$ cat src/rtl/div_rem_unit.sv
// Multi-cycle RV32IM DIV/DIVU/REM/REMU unit: radix-2 restoring divider on operand
// magnitudes, re-signed in a final FIX cycle; fixed 33-cycle START-to-DONE latency.
module div_rem_unit (
  input  logic        CLK,
  input  logic        RESET_N,
  input  logic        START,
  input  logic [1:0]  OP,
  input  logic [31:0] DIVIDEND,
  input  logic [31:0] DIVISOR,
  output logic        BUSY,
  output logic        DONE,
  output logic [31:0] RESULT
);

  typedef enum logic [1:0] {
    S_IDLE = 2'd0,
    S_CALC = 2'd1,
    S_FIX  = 2'd2
  } state_e;

  state_e      state_q, state_d;
  logic [4:0]  cnt_q, cnt_d;
  logic [31:0] rem_q, rem_d;
  logic [31:0] quo_q, quo_d;
  logic [31:0] dvsr_q, dvsr_d;
  logic [31:0] origDvnd_q, origDvnd_d;
  logic [31:0] result_q, result_d;
  logic [1:0]  op_q, op_d;
  logic        negQuo_q, negQuo_d;
  logic        negRem_q, negRem_d;
  logic        divZero_q, divZero_d;
  logic        ovf_q, ovf_d;
  logic        done_q, done_d;

  logic        signedOp;
  logic        dvndNeg, dvsrNeg;
  logic [31:0] dvndMag, dvsrMag;

  logic [32:0] remShift;
  logic [31:0] quoShift;
  logic        fits;
  logic [31:0] remSub;

  logic [31:0] quoSigned, remSigned, fixResult;

  // Operand magnitudes: only the signed ops (OP[0]=0) un-negate their inputs.
  always_comb begin
    signedOp = ~OP[0];
    dvndNeg  = signedOp & DIVIDEND[31];
    dvsrNeg  = signedOp & DIVISOR[31];
    dvndMag  = dvndNeg ? (~DIVIDEND + 32'd1) : DIVIDEND;
    dvsrMag  = dvsrNeg ? (~DIVISOR + 32'd1) : DIVISOR;
  end

  // The stored remainder is always below the divisor, so after a successful
  // compare the 32-bit difference is exact even though the shifted value is 33 bits.
  always_comb begin
    remShift = {rem_q, quo_q[31]};
    quoShift = {quo_q[30:0], 1'b0};
    fits     = (remShift >= {1'b0, dvsr_q});
    remSub   = remShift[31:0] - dvsr_q;
  end

  always_comb begin
    quoSigned = negQuo_q ? (~quo_q + 32'd1) : quo_q;
    remSigned = negRem_q ? (~rem_q + 32'd1) : rem_q;
    if (divZero_q) begin
      fixResult = op_q[1] ? origDvnd_q : 32'hFFFF_FFFF;
    end else if (ovf_q) begin
      fixResult = op_q[1] ? 32'h0000_0000 : 32'h8000_0000;
    end else begin
      fixResult = op_q[1] ? remSigned : quoSigned;
    end
  end

  always_comb begin
    state_d    = state_q;
    cnt_d      = cnt_q;
    rem_d      = rem_q;
    quo_d      = quo_q;
    dvsr_d     = dvsr_q;
    origDvnd_d = origDvnd_q;
    result_d   = result_q;
    op_d       = op_q;
    negQuo_d   = negQuo_q;
    negRem_d   = negRem_q;
    divZero_d  = divZero_q;
    ovf_d      = ovf_q;
    done_d     = 1'b0;

    case (state_q)
      S_IDLE: begin
        if (START) begin
          op_d       = OP;
          negQuo_d   = dvndNeg ^ dvsrNeg;
          negRem_d   = dvndNeg;
          divZero_d  = (DIVISOR == 32'd0);
          ovf_d      = signedOp && (DIVIDEND == 32'h8000_0000) && (DIVISOR == 32'hFFFF_FFFF);
          origDvnd_d = DIVIDEND;
          quo_d      = dvndMag;
          dvsr_d     = dvsrMag;
          rem_d      = 32'd0;
          cnt_d      = 5'd0;
          state_d    = S_CALC;
        end
      end
      S_CALC: begin
        if (fits) begin
          rem_d = remSub;
          quo_d = quoShift | 32'd1;
        end else begin
          rem_d = remShift[31:0];
          quo_d = quoShift;
        end
        cnt_d = cnt_q + 5'd1;
        if (cnt_q == 5'd31) begin
          state_d = S_FIX;
        end
      end
      S_FIX: begin
        result_d = fixResult;
        done_d   = 1'b1;
        state_d  = S_IDLE;
      end
      default: begin
        state_d = S_IDLE;
      end
    endcase
  end

  always_ff @(posedge CLK or negedge RESET_N) begin
    if (!RESET_N) begin
      state_q    <= S_IDLE;
      cnt_q      <= 5'd0;
      rem_q      <= 32'd0;
      quo_q      <= 32'd0;
      dvsr_q     <= 32'd0;
      origDvnd_q <= 32'd0;
      result_q   <= 32'd0;
      op_q       <= 2'd0;
      negQuo_q   <= 1'b0;
      negRem_q   <= 1'b0;
      divZero_q  <= 1'b0;
      ovf_q      <= 1'b0;
      done_q     <= 1'b0;
    end else begin
      state_q    <= state_d;
      cnt_q      <= cnt_d;
      rem_q      <= rem_d;
      quo_q      <= quo_d;
      dvsr_q     <= dvsr_d;
      origDvnd_q <= origDvnd_d;
      result_q   <= result_d;
      op_q       <= op_d;
      negQuo_q   <= negQuo_d;
      negRem_q   <= negRem_d;
      divZero_q  <= divZero_d;
      ovf_q      <= ovf_d;
      done_q     <= done_d;
    end
  end

  assign BUSY   = (state_q == S_CALC) || (state_q == S_FIX);
  assign DONE   = done_q;
  assign RESULT = result_q;

endmodule

$ cat config.mk
export PLATFORM = sky130hd
export DESIGN_NAME = div_rem_unit
export DESIGN_NICKNAME = d
export VERILOG_FILES = /design/src/rtl/div_rem_unit.sv
export SDC_FILE = /design/constraint.sdc
export NUM_CORES = 1
export LEC_CHECK = 0
export ABC_AREA = 1
export CORE_ASPECT_RATIO = 0.6
export CORE_MARGIN = 10
export CORE_UTILIZATION = 40
export DETAILED_ROUTE_END_ITERATION = 10
export PLACE_DENSITY = 0.59
export SYNTH_ARGS = -nofsm -noshare
export SYNTH_HDL_FRONTEND = slang
export SYNTH_SLANG_ARGS = --single-unit
export TNS_END_PERCENT = 20
$ cat constraint.sdc
create_clock -name CLK -period 4 [get_ports CLK]
set_input_delay 0.4 -clock CLK [delete_from_list [all_inputs] [get_ports CLK]]
set_output_delay 0.4 -clock CLK [all_outputs]
set_load 0.005 [all_outputs]
==> impl_metrics.toml <==
[floorplan]
initial_core_util_pct = 40.9
die_area_mm2 = 0.0428
num_rows = 52
dieHeight_um = 164
chipWidth_um = 260
core_mm2 = 0.0340
ios = 103

[clock_network]
htreeDepth = 4
cts_tree = "built"
insertion_delay_ns = 0.46
holdBufCountCts = 0
clkSinkCount = 173
cts_made_buffers = 17
clockBufferDepth = 2
cts.repair.resized = 0
cts_root_buf = "clkbuf_16"
path_clk_slew_ns = 0.08
post_cts_buffers = 0

[sta]
skew_ns = 0.0105
worstMarginPinSlew_ns = 1.03
worst_slack_ns = 1.12
finalCritPeriodShare_pct = 72.0
fin_crit_ns = 2.88
finalMaxSlewViolations = 0
report.final.hold_viol_count = 1
setup_viol_count_final = 0
rsz0062_at_grt = "false"
holdWs_ns = -0.00878
max_freq_ghz = 0.347
maxSlewHeadroom_pct = 30.9
fin_setup_tns_ns = 0

[cells_and_area]
num-nets-final = 2354
area_growth_pct = 14.3
final_common_cell = "nand2_1"
antenna_cells = 0
drive_gt1_share_pct = 4.97
instances_no_fill = 2714
final_cell_mix = "nand2_1 (546), nor2_1 (265), nand3_1 (263)"
post-route-util_pct = 46.7

[worst_setup_path]
critPathBufInv = 2
cp_slowest_stage_delay_ns = 0.41
required_ns = 4.31
cp_top_family = "simple AND/OR/NAND/NOR gates"
worst_setup_path_end_kind = "register"
crit_top_cell = "nand2_1"
cp_cell_sequence = "inv_1 -> ha_1 -> a21oi_1 -> o21ai_1 -> nand2_1 -> nand2_1 -> nand2_1 -> nand2_1 -> nor2_4 -> buf_4 -> nand3_1 -> nand3_1 -> o21ai_0"
critPathMaxFanout = 19
worstSetupPathType = "reg2reg"
start_kind = "register"
slowest_stage = "nor2_4"
cp.arrival_ns = 3.19

[grt]
grt_busiest_layer = "met1"
track_usage_pct = 25.7
grt_use_met3_pct = 9.55
antenna_found_initial = 1
grt_max_degree = 99
grtUsageMet2_pct = 31.5
grt-ovfl-total = 0
grt_pass1_wl_um = 84000
grt_use_met1_pct = 40.3
grt_pass1_vias = 13900

[placed_design]
place.gp.congestion = 0.980
dp.final_hpwl_um = 43800
pre_cts_slack_ns = 1.20
dp_cells = 2682
numPortBuffers = 102

[power_and_ir_drop]
ir_drop_mv = 0.616
leakagePower_uw = 0.00759
p_per_area_mw_per_mm2 = 931

[status]
violations = "hold timing"
status = "finished with violations"

[hold_path]
hold_path.class = "in2async"

[yosys]
synth_ff_type = "dfrtp_1"
synth_area_per_cell_um2 = 6.37
syn_inst = 2179
ys_warn_count = 0
synth_enable_flop_cells = 0
async_reset_ff_share_pct = 100
ys_seq_area_share_pct = 31.2
ys_ff_latch = 173
syn-num-nets = 2291
ys_types = 54
synthesis.area_mm2 = 0.0139

[detailed_routing]
drtAntennaViolNets = 0
initialDrtViolationCount = 1795
vias = 15100
wl_per_cell_um = 20.4
viasPerCell = 5.56
dr.pass1.iters = 5
drc = 0
totalWireLength_um = 55400

[flow_run]
drv_cap = 0
==> per-layer routing <==
metal | part of all wire (%) | routed length (µm)
met5 | 0 | 0
met4 | 1.2 | 689
met3 | 13 | 7040
met2 | 36 | 19900
met1 | 50 | 27800
==> through the flow <==
step | power [µW] | hold slack [ns] | cell area, µm²
final | 14800 | -0.00878 | 15900
after detailed placement | 12900 | 0.473 | 15300
after global routing | 16100 | 0.0633 | 15900
after CTS | 14600 | 0.0526 | 15900
after floorplan | 9690 | 0.104 | 13900
after global placement | 12900 | 0.468 | 15300
==> synthesized netlist by cell type (2+ instances only) <==
master / number / share of area [%]
buf_4: 3 / 0.16
o21ai_1: 23 / 0.83
ha_1: 42 / 3.8
a22o_1: 2 / 0.13
nor2_1: 266 / 7.2
buf_2: 10 / 0.36
nand2_1: 547 / 15
o22ai_1: 2 / 0.090
o21bai_1: 4 / 0.22
nand3_2: 13 / 0.94
nand2_2: 7 / 0.32
clkinv_1: 5 / 0.14
buf_1: 7 / 0.19
nor3_1: 13 / 0.47
clkbuf_1: 56 / 1.5
dfrtp_1: 173 / 31
nand3_1: 263 / 9.5
inv_1: 254 / 6.9
nor4_1: 5 / 0.23
o31ai_1: 3 / 0.16
xnor2_1: 19 / 1.2
o211ai_1: 21 / 1.1
nand3b_1: 8 / 0.43
o21ai_0: 198 / 7.1
buf_6: 2 / 0.16
a21oi_1: 114 / 4.1
a31oi_1: 14 / 0.63
nand4_1: 38 / 1.7
nor2_2: 11 / 0.50
o21ai_2: 3 / 0.19
nor3_4: 2 / 0.23
xor2_1: 21 / 1.3
nor2_4: 4 / 0.32
or2_2: 6 / 0.27
==> worst paths after layout <==
kind | start | endpoint | slack [ns] | cells past startpoint
max in group asynchronous | RESET_N | quo_q[5] | 3.07 | 2
min in group CLK | dvsr_q[10] | dvsr_q[10] | 0.48 | 2
max | dvsr_q[18] | rem_q[13] | 1.12 | 13
max reg2reg | dvsr_q[18] | rem_q[13] | 1.12 | 13
min | RESET_N | dvsr_q[29] | -0.009 | 1
min reg2reg | dvsr_q[10] | dvsr_q[10] | 0.48 | 2
==> state kept, by name, summed over array words and instances, names as in the netlist <==
name / count
RESULT: 32
DONE: 1
cnt_q: 5
divZero_q: 1
state_q: 2
rem_q: 32
op_q: 1
origDvnd_q: 32
negRem_q: 1
quo_q: 32
ovf_q: 1
negQuo_q: 1
dvsr_q: 32
==> kinds of logic (layout without fill, tap and decap cells) <==
kind of cell               after synthesis  in the layout  synth area share [%]
adders and majority gates               43             43                  3.93
muxes                                    1              1                0.0811
and+or+nand+nor                       1190           1190                  37.4
buffers and inverters                  340            416                  9.67
AOI/OAI and AO/OA                      392            392                  15.2
DFF                                    173            173                  31.2
xor gates and xnor gates                40             40                  2.52
==> report_power, final <==
group	total, µW	switching [µW]	internal, µW	leakage [µW]
Clock	1670	833	838	0.000269
Sequential	3350	753	2590	0.00212
Combinational	9750	6580	3170	0.00520
==> final cells by class <==
class                      count  area [µm²]
clock buffer                  19         443
clock inverter                13         120
fill                        3647       18100
inverter                     260         976
multi-input combinational   1666        8220
sequential                   173        4330
tap                          459         574
timing repair buffer         124        1200
No activity file was read; power rests on OpenSTA's default activity.
